==> src/rtl/pipelined_addsub.sv <==
// pipelined_addsub: WIDTH-bit add/subtract split into STAGES carry-chained chunks, one chunk per clock,
// with valid/ready handshake and global stall.
module pipelined_addsub #(
  parameter int WIDTH = 32,
  parameter int STAGES = 4
) (
  input  logic             clk,
  input  logic             rst,
  input  logic             in_valid,
  output logic             in_ready,
  input  logic [WIDTH-1:0] a,
  input  logic [WIDTH-1:0] b,
  input  logic             cin,
  input  logic             sub,
  output logic             out_valid,
  input  logic             out_ready,
  output logic [WIDTH-1:0] sum,
  output logic             cout,
  output logic             overflow,
  output logic             zero
);
  localparam int CW = WIDTH / STAGES;
  logic adv;
  assign adv = !out_valid || out_ready;
  assign in_ready = adv;
  for (genvar k = 0; k < STAGES; k++) begin : gs
    // Unconsumed operand bits shrink by CW per stage; finished result bits grow by CW.
    localparam int RW = WIDTH - k * CW;
    localparam int LW = (k + 1) * CW;
    logic [RW-1:0] ia, ib;
    logic [LW-1:0] ns, rs;
    logic [CW:0] t;
    logic ic, iv, rc, rv;
    assign t = {1'b0, ia[CW-1:0]} + {1'b0, ib[CW-1:0]} + {{CW{1'b0}}, ic};
    if (k == 0) begin : g_first
      assign ia = a;
      assign ib = b ^ {WIDTH{sub}};
      assign ic = cin ^ sub;
      assign iv = in_valid;
      assign ns = t[CW-1:0];
    end else begin : g_next
      assign ia = gs[k-1].g_op.ra;
      assign ib = gs[k-1].g_op.rb;
      assign ic = gs[k-1].rc;
      assign iv = gs[k-1].rv;
      assign ns = {t[CW-1:0], gs[k-1].rs};
    end
    if (k < STAGES - 1) begin : g_op
      logic [RW-CW-1:0] ra, rb;
      always_ff @(posedge clk or posedge rst)
        if (rst) begin
          ra <= '0;
          rb <= '0;
        end else if (adv && iv) begin
          ra <= ia[RW-1:CW];
          rb <= ib[RW-1:CW];
        end
    end
    always_ff @(posedge clk or posedge rst)
      if (rst) begin
        rv <= 1'b0;
        rc <= 1'b0;
        rs <= '0;
      end else if (adv) begin
        rv <= iv;
        if (iv) begin
          rc <= t[CW];
          rs <= ns;
        end
      end
  end
  assign out_valid = gs[STAGES-1].rv;
  assign sum = gs[STAGES-1].rs;
  assign cout = gs[STAGES-1].rc;
  // Carry into the MSB is recovered from the MSB sum bit and its operand bits.
  always_ff @(posedge clk or posedge rst)
    if (rst) begin
      overflow <= 1'b0;
      zero <= 1'b0;
    end else if (adv && gs[STAGES-1].iv) begin
      overflow <= gs[STAGES-1].t[CW] ^ gs[STAGES-1].t[CW-1] ^ gs[STAGES-1].ia[CW-1] ^ gs[STAGES-1].ib[CW-1];
      zero <= ~|gs[STAGES-1].ns;
    end
endmodule

==> config.mk <==
export PLATFORM = sky130hd
export DESIGN_NAME = pipelined_addsub
export DESIGN_NICKNAME = d
export VERILOG_FILES = /design/src/rtl/pipelined_addsub.sv
export SDC_FILE = /design/constraint.sdc
export NUM_CORES = 1
export LEC_CHECK = 0
export ABC_AREA = 1
export CAP_MARGIN = 20
export CORE_MARGIN = 1
export CORE_UTILIZATION = 50
export DETAILED_ROUTE_END_ITERATION = 16
export GPL_ROUTABILITY_DRIVEN = 1
export PLACE_DENSITY = 0.75
export SLEW_MARGIN = 20
export SYNTH_ARGS = -nofsm -noshare
export SYNTH_HDL_FRONTEND = slang
export SYNTH_SLANG_ARGS = --single-unit
export TNS_END_PERCENT = 50
==> constraint.sdc <==
create_clock -name clk -period 9.5 [get_ports clk]
set_input_delay 2.375 -clock clk [delete_from_list [all_inputs] [get_ports clk]]
set_output_delay 2.375 -clock clk [all_outputs]
set_load 0.02 [all_outputs]
==> results, run 1 <==
- The flow ran to the end, and the final reports show no timing, DRC or antenna violations.
- The worst register-to-register path has a setup slack of approximately 7.2 ns.
- The synthesized instance count is between 1000 and 1500.
- Before antenna repair, the detailed router went through 5 iterations.
- Summed over all nets, the switching power comes to between 0.001 and 0.0015 W.
- The boundary pin count is around 110.
- The port buffer count is 106.
- The area of the core is around 17000 µm².
- The portion of total power attributed to combinational logic is a little under 40%.
- The internal power of the cells totals around 0.0020 W.
- Setup repair after global routing left no endpoint under its margin.
- In the final routed layout, each cell accounts on average for 13.0 µm.
- The cell area that synthesis handed to floorplanning was between 8000 and 9000 µm².
- The TritonCTS clock tree is done.
- For this run the aggregate overflow at the end of global routing stands at 0.
- The sequential share of power is between 30 and 40%.
- Entering global routing, the biggest net connects between 100 and 150 pins.
- In this run the power density over the cells is 313 nW/µm².
- For this configuration, the core starts out at a cell density of around half.
- The number of buffers inserted for hold repair after clock tree synthesis is 0.
- Ranked by total cell area, the synthesized netlist is headed by sky130_fd_sc_hd__dfrtp_1 (53%), sky130_fd_sc_hd__nand2_1 (18%), sky130_fd_sc_hd__o21ai_0 (5.4%).
- The die height is approximately 130 µm.
- Clock latency on the worst-skew pair, taken at its later pin, is 0.43 ns.
- The max capacitance violation total is 0.
- The final wirelength is ~17000 µm.
- The Yosys step of the flow raised 0 warnings.
- Summed over all cells, the static leakage comes to about 5.3 nW.
- Buffers inserted during clock tree synthesis total 17.
- No sink is reached through more buffers than the 2 on the longest clock path.
- The end of the critical path is in_ready.
- In this run the critical register-to-register path is launched from gs[2].rc.
- Post-CTS repair changed the size of 0 cells.
- The worst-case reg-to-reg path depth is 10.
- In the layout the commonest cells are sky130_fd_sc_hd__nand2_1 (422), sky130_fd_sc_hd__dfrtp_1 (186), sky130_fd_sc_hd__clkdlybuf4s50_1 (105), sky130_fd_sc_hd__o21ai_0 (94), sky130_fd_sc_hd__inv_1 (72).
- The number of storage elements in the synthesis netlist is ~190.
- The data required time at the worst endpoint is between 7 and 8 ns.
- The repair_antennas step left the layout with diodes totalling 0.
- The total routing resource utilization after global routing is between 20% and 30%.
- The final number of max-transition violations is 0.
- In the routed layout, each cell is associated on average with a via count of about 4.9.
- The min-delay analysis places its worst path in the category register to register.
- The post-route netlist has under 10% of its cells at a drive strength greater than 1.
- The clock root buffer master is sky130_fd_sc_hd__clkbuf_16.
- The timing startpoint of the critical path is out_ready.
- The arrival time of data at the critical path endpoint is 3.61 ns.
- The post-synthesis to final-layout area growth is 19.7%.
- The biggest area contributor in the post-synthesis netlist is sky130_fd_sc_hd__dfrtp_1.
- Once layout is complete, the utilization of the core stands at 62.1%.
- For the final routed database, the setup TNS stands at 0 ns.
- The cell area after placement is between 9000 and 10000 µm².
- The final net count is between 1000 and 1500.
- The capture point of the worst reg-to-reg path is zero.
- The total non-filler cell area in the finished layout is ~10000 µm².
- The number of DRC markers after the initial detailed-route iteration is ~520.
- Counting every net in the synthesized netlist gives between 1000 and 1500.
- The congestion estimate from routability-driven global placement came to ~0.85.
- For the pin with the worst max-slew slack, the measured transition is 0.958 ns.
- The number of routed nets with antenna violations is 0.
- The design draws roughly 0.0033 W.
- In the finished design, the share of the clock period the worst path needs comes to roughly 63%.
- In this run switching power makes up a little under two fifths of total power.
- The number of H-tree levels is 4.
- In this run the tightest slew margin relative to its limit is ~36%.
- After floorplanning, the core was divided into 47 placement rows.
- The synthesized area per cell is between 8 and 9 µm².
- In this run, distinct cell masters in the synthesized netlist total 34.
- The highest clock rate is 167 MHz.
- The post-layout minimum cycle time is between 5 and 6 ns.
- In the routed design, unresolved DRC markers number 0.
- The first-pass GRT wire length is 30000 µm.
- The clock edge transition at the registers on the reported setup and hold paths is ~0.06 ns.
- The routed layout has approximately 6600 vias.
- Of the synthesized area, sequential elements account for 53.3%.
- The critical path launch point type is a primary input.
- The initial antenna violation count was 0.
- For this design, the sink count on the clock tree is around 190.
- The clock share of power is approximately 22%.
- The worst setup path is of the primary input to output port kind.
- The critical path endpoint category is an output port.
- The leading cell type in the layout, fill and taps excluded is sky130_fd_sc_hd__nand2_1.
- The maximum fanout along the worst path is 8.
- The floorplan step set the die width to between 100 and 150 µm.
- The final clock skew is around 0.0063 ns.
- The post-CTS setup-driven buffer insertion count is 0.
- Of the post-synthesis cell area, the dominant cell type holds 53.3%.
- The wire-length estimate of the detail-placed layout is 11900 µm.
- The via count of the first global-routing pass came to about 6200.
- The die covers 18000 µm².
- The number of setup violations in the final report is 0.
- The final hold violation count is 0.
- The worst-case vdd ir drop is 174 µV.
- Across all hold checks on the routed design, the worst slack comes to between 0.4 and 0.5 ns.
[routing by layer]
layer | global-route usage, % | up-vias | routed length [µm]
met5 | 0 | - | 0
met4 | 6.55 | 0 | 235
met3 | 4.12 | 20 | 574
met2 | 31.0 | 131 | 7510
met1 | 31.6 | 3029 | 8970
li1 | - | 3376 | -
[stage by stage]
stage	setup WS (ns)	instances
finish	3.52	1330
global route	3.48	1330
CTS	3.51	1330
detailed placement	3.52	1301
global placement	3.52	1301
floorplan	2.07	1011
[how the worst min path moves through the flow]
| stage | from | cells past startpoint | slack, ns | to |
|---|---|---|---|---|
| after global routing | gs[0].g_op.rb[20] | 2 | 0.48 | gs[1].g_op.rb[12] |
| after CTS | gs[0].g_op.rb[20] | 2 | 0.47 | gs[1].g_op.rb[12] |
| final | gs[0].g_op.rb[20] | 2 | 0.46 | gs[1].g_op.rb[12] |
| after detailed placement | gs[0].g_op.rb[20] | 2 | 0.46 | gs[1].g_op.rb[12] |
| after floorplan | gs[1].g_op.ra[10] | 2 | 0.44 | gs[1].g_op.ra[10] |
| after global placement | gs[0].rs[3] | 2 | 0.46 | gs[1].rs[3] |
[final cells by class]
type                            instances  area, µm²
Multi-Input combinational cell        709       3560
Clock buffer                           22        464
Tap cell                              220        275
Timing Repair Buffer                  109       1080
Sequential cell                       186       4650
Clock inverter                          7        119
Fill cell                            1504       6370
Inverter                               77        294
[power groups by stage]
stage	logic, W	registers, W	clock network [W]
floorplan	0.000846	0.00134	0
global placement	0.00124	0.00129	0
detailed placement	0.00127	0.00130	0
CTS	0.00129	0.00129	0.000718
global route	0.00147	0.00133	0.000749
finish	0.00128	0.00129	0.000705
[state kept, by name (all words and copies together) (netlist names)]
name / count
gs.g_op.ra: 48
gs.g_op.rb: 48
gs.rs: 48
sum: 32
gs.rc: 3
gs.rv: 3
cout: 1
out_valid: 1
overflow: 1
zero: 1
[synthesized netlist by cell type (all sizes together)]
library cell and n:
o21ai 96, buf 28, o21bai 4, a21oi 15
nand2 425, fa 8, a21o 1, o31ai 2
a31oi 5, o22ai 5, nor2 39, dfrtp 186
inv 77, a31o 2, xor2 14, nand4 12
clkbuf 11, or2 1, xnor2 27, nand3 18
nand3b 7, ha 28
[cells by family (layout without fill, tap and decap cells)]
logic type,after synthesis,after routing,share of synthesized area (%)
xor gates and xnor gates,41,41,4.11
and+or+nand+nor,502,502,22.9
AOI/OAI and AO/OA,130,130,7.94
adders and majority gates,36,36,5.85
buffers and inverters,116,215,5.89
DFF,186,186,53.3
[critical path, cell delays in order]
cell and delay (ns):
sky130_fd_sc_hd__clkdlybuf4s50_1 0.45, sky130_fd_sc_hd__inv_1 0.06, sky130_fd_sc_hd__nand2_4 0.11, sky130_fd_sc_hd__clkdlybuf4s50_1 0.61
(Power assumes the default switching activity.)
==> run 2: changes to the inputs <==
- clock period: 9.5 -> 5.75 ns (I/O delays scaled with it)
==> run 2 against run 1 <==
  * Critical endpoint unchanged
  * Global-route usage shrank 0.14 points
  * Worst hold slack gained 0.0096 ns
  * Sequential share of layout area shrank 0.25 points
  * Sequential cell count is the same
  * Via count grew 1.1%
  * Critical path type unchanged
  * Largest power group unchanged
  * Final area grew 0.56%
==> results, run 2 (synthesized netlist as in run 1, its figures left out) <==
- The deepest clock path buffer count was 2 (unchanged).
- The average wire length per cell after detail routing is 13.2 µm (was 13.0 µm).
- The dominant cell type by count on the critical path is sky130_fd_sc_hd__clkdlybuf4s50_1 (unchanged).
- The clock edge transition at the registers on the reported setup and hold paths was 0.07 ns (was 0.06 ns).
- The insertion delay of the later-clocked pin in the worst-skew pair was 0.43 ns (about the same).
- The normalized max-slew margin is 34.1% (was 35.9%).
- The combined area of the multi-input logic cells came to 3560 µm² (unchanged).
- The count of clock tree sinks is 186 (unchanged).
- The final wirelength is 17600 µm (was 17300 µm).
- The worst hold path class is register to register (unchanged).
- The number of DRC markers after the initial detailed-route iteration was 487 (was 515).
- RSZ-0062 raised after global routing: false (unchanged).
- The HPWL after detailed placement is 12200 µm (was 11900 µm).
- Leading cell types in the layout, fill and taps excluded: sky130_fd_sc_hd__nand2_1 (422), sky130_fd_sc_hd__dfrtp_1 (186), sky130_fd_sc_hd__clkdlybuf4s50_1 (105), sky130_fd_sc_hd__o21ai_0 (94), sky130_fd_sc_hd__inv_1 (72) (unchanged).
- The power density normalized to cell area was 520 nW/µm² (was 313 nW/µm²).
- The capture point of the worst reg-to-reg path is zero (unchanged).
- The post-CTS setup-driven buffer insertion count is 0 (unchanged).
- The end point of the worst hold path is gs[1].rs[7] (was gs[1].g_op.rb[12]).
- The start-to-end type of the worst setup path is primary input to output port (unchanged).
- The number of setup violations in the final report was 0 (unchanged).
- Top Registers: gs.g_op.ra (48), gs.g_op.rb (48), gs.rs (48) (unchanged).
- The overall power came to 0.00546 W (was 0.00327 W).
- The leakage dissipation came to 5.28 nW (was 5.25 nW).
- The final number of max-transition violations is 0 (unchanged).
- The port buffer count is 106 (unchanged).
- The maximum number of pins on one net before global-route repair is 99 (was 108).
- The leading cell type in the layout, fill and taps excluded was sky130_fd_sc_hd__nand2_1 (unchanged).
- The total DRC errors in the routed layout is 0 (unchanged).
- The arrival time of data at the critical path endpoint is 2.68 ns (was 3.61 ns).
- The count of vias placed by the detailed router came to 6625 (was 6556).
- The first-pass GRT wire length is 29800 µm (was 30000 µm).
- The via count of the first global-routing pass is 6152 (was 6206).
- The worst min-delay path startpoint is gs[1].rs[7] (was gs[0].g_op.rb[20]).
- The final worst-path setup slack is 1.64 ns (was 3.52 ns).
- The average vias per placed instance is 4.96 (was 4.93).
- The first-pass iteration count of the detailed router is 5 (unchanged).
- The site row count is 47 (unchanged).
- The die extent in x came to 134 µm (unchanged).
- The final setup TNS came to 0 ns (unchanged).
- The critical path launch point type is a primary input (unchanged).
- The register-to-register setup slack is 3.41 ns (was 7.18 ns).
- List of cells traversed by the critical path: clkdlybuf4s50_1 > inv_1 > nand2_4 > clkdlybuf4s50_1 (unchanged).
- The final net count is 1208 (was 1206).
- The worst-case reg-to-reg path depth is 10 (unchanged).
- The post-cts gate resize count is 0 (unchanged).
- The die height was 134 µm (unchanged).
- The post-synthesis to final-layout area growth came to 20.3% (was 19.7%).
- The number of H-tree levels is 4 (unchanged).
- The period utilization is between 70 and 80%.
- The initial antenna violation count is 0 (unchanged).
- The number of buffers inserted for hold repair after clock tree synthesis was 0 (unchanged).
- The area enclosed by the die boundary is 18000 µm² (unchanged).
- The biggest cell delay along the critical path came to 0.61 ns (about the same).
- The worst-case vdd ir drop came to 291 µV (was 174 µV).
- The slowest stage cell on the critical path was sky130_fd_sc_hd__clkdlybuf4s50_1 (unchanged).
- The total inserted antenna cells is 0 (unchanged).
- The cell count of the worst hold path is 2 (unchanged).
- Result of the run: finished clean (unchanged).
- The final clock skew came to 0.00754 ns (was 0.00633 ns).
- The fraction of final layout cells with drive strength greater than 1 came to 4.57% (was 3.96%).
- The total routing resource utilization after global routing is 21.0% (was 21.1%).
- The launch instance of the worst register-to-register path is gs[2].rc (unchanged).
- The highest clock rate is around 240 MHz.
- The final hold violation count came to 0 (unchanged).
- The maximum fanout along the worst path is 8 (unchanged).
- The boundary pin count is 107 (unchanged).
- The placer congestion estimate is 0.876 (was 0.852).
- The critical path endpoint category is an output port (unchanged).
- The sequential cell area is 4650 µm² (unchanged).
- The number of routed nets with antenna violations came to 0 (unchanged).
- The total CTS buffers is 17 (unchanged).
- The total congestion overflow after global routing came to 0 (unchanged).
- The starting density of the core is 51.9% (unchanged).
- The post-layout minimum cycle time is 4.11 ns.
- The clock root buffer master is sky130_fd_sc_hd__clkbuf_16 (unchanged).
- The max capacitance violation total came to 0 (unchanged).
- The TritonCTS clock tree is done (unchanged).
- The number of inserted filler cells in the final layout is 1486 (was 1504).
- The area of the core is 16800 µm² (unchanged).
- The slew at the pin with the worst max-slew slack is 0.985 ns (was 0.958 ns).
- The worst hold-check slack is 0.472 ns (was 0.462 ns).
- The worst setup timing slack at the placement stage came to 1.63 ns (was 3.52 ns).
- The data required time at the worst endpoint is 4.31 ns (was 7.13 ns).
-- run 2: power by group --
part / leakage, nW / total (W) / switching, W / internal (W)
sequential: 2.33 / 0.00214 / 0.000302 / 0.00184
clock: 0.298 / 0.00121 / 0.000502 / 0.000712
combinational: 2.65 / 0.00211 / 0.00128 / 0.000825
-- run 2: critical path: cells and delay by family --
| kind | cells | cell delay, ns |
|---|---|---|
| buffers and inverters | 3 | 1.13 |
| and+or+nand+nor | 1 | 0.11 |
-- run 2: metrics by stage --
stage               utilization, %  instances  cell area, µm²
detailed placement            58.8       1303            9890
global placement              58.8       1303            9890
floorplan                        -       1011            8740
global route                  62.5       1335           10500
CTS                           62.5       1335           10500
finish                        62.5       1335           10500
-- run 2: how the worst max path moves through the flow --
stage               startpoint        to  depth (start not counted)
global placement     out_ready  in_ready                          4
CTS                  out_ready  in_ready                          4
global route         out_ready  in_ready                          4
floorplan                  rst      cout                          1
detailed placement   out_ready  in_ready                          4
finish               out_ready  in_ready                          4
-- run 2: final cells by class --
cell class                 instances  area share, %
inverter                          77           2.79
sequential                       186           44.3
timing repair buffer             111           10.5
clock buffer                      20           4.35
clock inverter                    12           1.51
multi-input combinational        709           33.9
tap                              220           2.62
-- run 2: routing by layer --
layer  GRT usage [%]  share of wire, %
met1            30.8                50
met2            31.4                44
met3            3.93               4.4
met4            6.87               1.4
met5               0                 0
==> run 3: changes to the inputs <==
- clock period: 5.75 -> 4.1 ns (I/O delays scaled with it)
==> run 3 against run 2 <==
  * Critical path depth unchanged
  * Sequential power increased by 40%
  * Via count decreased by 1.1%
  * Count of clock-buffer cells in the layout unchanged
  * Clock power increased by 40%
  * Largest cell class unchanged
==> results, run 3 (synthesized netlist as in run 1, its figures left out) <==
- Leading cell types in the layout, fill and taps excluded: sky130_fd_sc_hd__nand2_1 (422), sky130_fd_sc_hd__dfrtp_1 (186), sky130_fd_sc_hd__clkdlybuf4s50_1 (105), sky130_fd_sc_hd__o21ai_0 (94), sky130_fd_sc_hd__inv_1 (72) (unchanged).
- The number of buffers and inverters on the critical path is 3 (unchanged).
- The final net count came to 1210 (was 1208).
- The number of inserted filler cells in the final layout is 1458 (was 1486).
- The boundary pin count is 107 (unchanged).
- The count of clock tree sinks is 186 (unchanged).
- The post-cts gate resize count is 0 (unchanged).
- The final number of max-transition violations came to 0 (unchanged).
- The post-route non-filler standard cell count is 1337 (was 1335).
- The critical path launch point type is a primary input (unchanged).
- The HPWL after detailed placement is 12100 µm (was 12200 µm).
- The area enclosed by the die boundary is 18000 µm² (unchanged).
- The via count of the first global-routing pass is 6239 (was 6152).
- The port buffer count came to 106 (unchanged).
- The TritonCTS clock tree is done (unchanged).
- The highest clock rate is 304 MHz.
- The insertion delay of the later-clocked pin in the worst-skew pair is 0.43 ns (about the same).
- RSZ-0062 raised after global routing: false (unchanged).
- The total DRC errors in the routed layout is 0 (unchanged).
- The worst-case vdd ir drop is 385 µV (was 291 µV).
- The die extent in x is 134 µm (unchanged).
- The number of setup violations in the final report is 0 (unchanged).
- The number of H-tree levels was 4 (unchanged).
- The total internal power is 0.00472 W (was 0.00337 W).
- The portion of total power attributed to combinational logic was 38.8% (was 38.6%).
- The first-pass GRT wire length is 30200 µm (was 29800 µm).
- The number of buffers inserted for hold repair after clock tree synthesis is 0 (unchanged).
- The biggest cell delay along the critical path is 0.62 ns (was 0.61 ns).
- The count of vias placed by the detailed router is 6553 (was 6625).
- The normalized max-slew margin came to 42.9% (was 34.1%).
- Subtracting the final worst setup slack from the clock period gives about 3.3 ns.
- The arrival time of data at the critical path endpoint is 2.27 ns (was 2.68 ns).
- Of the available clock period, the critical path in the final layout requires 80.4%.
- The power density normalized to cell area is 727 nW/µm² (was 520 nW/µm²).
- The starting density of the core is 51.9% (unchanged).
- The average vias per placed instance came to 4.90 (was 4.96).
- The leakage dissipation was 5.28 nW (about the same).
- The site row count came to 47 (unchanged).
- The clock share of power is 22.1% (was 22.2%).
- The placer congestion estimate is 0.858 (was 0.876).
- The area of the core is 16800 µm² (unchanged).
- The final hold violation count was 0 (unchanged).
- The final setup TNS was 0 ns (unchanged).
- The slowest stage cell on the critical path is sky130_fd_sc_hd__clkdlybuf4s50_1 (unchanged).
- The worst hold-check slack is 0.474 ns (was 0.472 ns).
- The sequential share of power was 39.2% (was 39.1%).
- The fraction of final layout cells with drive strength greater than 1 was 4.66% (was 4.57%).
- The slew at the pin with the worst max-slew slack is 0.856 ns (was 0.985 ns).
- The final worst-path setup slack is 0.805 ns (was 1.64 ns).
- The post-CTS setup-driven buffer insertion count is 0 (unchanged).
- The number of DRC markers after the initial detailed-route iteration was 537 (was 487).
- The maximum number of pins on one net before global-route repair is 114 (was 99).
- The clock edge transition at the registers on the reported setup and hold paths is 0.07 ns (about the same).
- The final wirelength is 17600 µm (about the same).
- The number of routed nets with antenna violations is 0 (unchanged).
- The total net switching power came to 0.00293 W (was 0.00209 W).
- The post-synthesis to final-layout area growth was 20.6% (was 20.3%).
- The cell count after placement is 1305 (was 1303).
- The data required time at the worst endpoint is 3.07 ns (was 4.31 ns).
- The die height was 134 µm (unchanged).
- The final clock skew is 0.00800 ns (was 0.00754 ns).
- The max capacitance violation total is 0 (unchanged).
- The deepest clock path buffer count came to 2 (unchanged).
- The maximum fanout along the worst path is 8 (unchanged).
- The critical path endpoint category is an output port (unchanged).
- The worst setup timing slack at the placement stage is 0.792 ns (was 1.63 ns).
- The total routing resource utilization after global routing came to 21.2% (was 21.0%).
- The family with the most delay on the worst path is buffers and inverters (unchanged).
- The switching power as a share of total power came to 38.3% (was 38.2%).
- The initial antenna violation count came to 0 (unchanged).
- The leading cell type in the layout, fill and taps excluded is sky130_fd_sc_hd__nand2_1 (unchanged).
- The worst hold path class is register to register (unchanged).
- The average wire length per cell after detail routing was 13.2 µm (about the same).
- List of cells traversed by the critical path: clkdlybuf4s50_1 > inv_1 > nand2_4 > clkdlybuf4s50_1 (unchanged).
- The total inserted antenna cells is 0 (unchanged).
- The share of the core filled with cells is 62.6% (was 62.5%).
- Top Registers: gs.g_op.ra (48), gs.g_op.rb (48), gs.rs (48) (unchanged).
- The total CTS buffers is 17 (unchanged).
- Result of the run: finished clean (unchanged).
- The clock root buffer master was sky130_fd_sc_hd__clkbuf_16 (unchanged).
- The total congestion overflow after global routing is 0 (unchanged).
- The first-pass iteration count of the detailed router came to 5 (unchanged).
- The start-to-end type of the worst setup path is primary input to output port (unchanged).
- The dominant cell type by count on the critical path is sky130_fd_sc_hd__clkdlybuf4s50_1 (unchanged).
==> run 3: cell count changes in the layout (fill, tap and decap cells not counted), sizes merged <==
cell / before / now
buf: 6 / 8
clkinv: 3 / 4
clkinvlp: 3 / 4
inv: 80 / 78
==> run 3: metrics by stage <==
stage,power [W],cell area (µm²)
6_report,0.00766,10500
5_1_grt,0.00829,10500
4_1_cts,0.00771,10500
3_5_place_dp,0.00598,9920
3_3_place_gp,0.00589,9920
2_1_floorplan,0.00506,8740
==> run 3: layer usage <==
metal	GRT usage, %	vias up	part of all wire (%)
met3	3.78	19	3.8
li1	-	3379	-
met2	32.6	142	44
met4	6.18	0	1.2
met1	31.0	3013	51
met5	0	-	0
==> run 3: power by group through the flow <==
stage | clock network, W | logic, W | registers [W]
6_report | 0.00169 | 0.00297 | 0.00300
5_1_grt | 0.00179 | 0.00340 | 0.00309
4_1_cts | 0.00172 | 0.00299 | 0.00300
3_5_place_dp | 0 | 0.00295 | 0.00303
3_3_place_gp | 0 | 0.00289 | 0.00300
2_1_floorplan | 0 | 0.00196 | 0.00310
==> run 3: final timing paths <==
check                                  from                end  slack [ns]  depth (start not counted)
hold / removal             gs[1].g_op.ra[8]   gs[1].g_op.ra[8]        0.47                          2
min in group asynchronous               rst             sum[2]        1.07                          3
setup / recovery                  out_ready           in_ready        0.81                          4
hold reg to reg            gs[1].g_op.ra[8]   gs[1].g_op.ra[8]        0.47                          2
max in group asynchronous               rst  gs[0].g_op.rb[21]        2.50                          3
setup reg to reg                   gs[2].rc               zero        1.76                         10
==> run 3: layout make-up <==
cell class | count | area, µm² | area share [%]
clock buffers | 20 | 447 | 4.24
multi-input cells | 709 | 3560 | 33.8
clock inverters | 12 | 165 | 1.57
flip-flops and latches | 186 | 4650 | 44.2
well taps | 220 | 275 | 2.61
inverters | 77 | 293 | 2.78
repair buffers | 113 | 1130 | 10.8
==> run 3: tightest hold or removal path, stage by stage, from the launching register on <==
cell	delay [ns]
sky130_fd_sc_hd__dfrtp_1	0.35
sky130_fd_sc_hd__nand2_1	0.05
sky130_fd_sc_hd__nand2_1	0.05
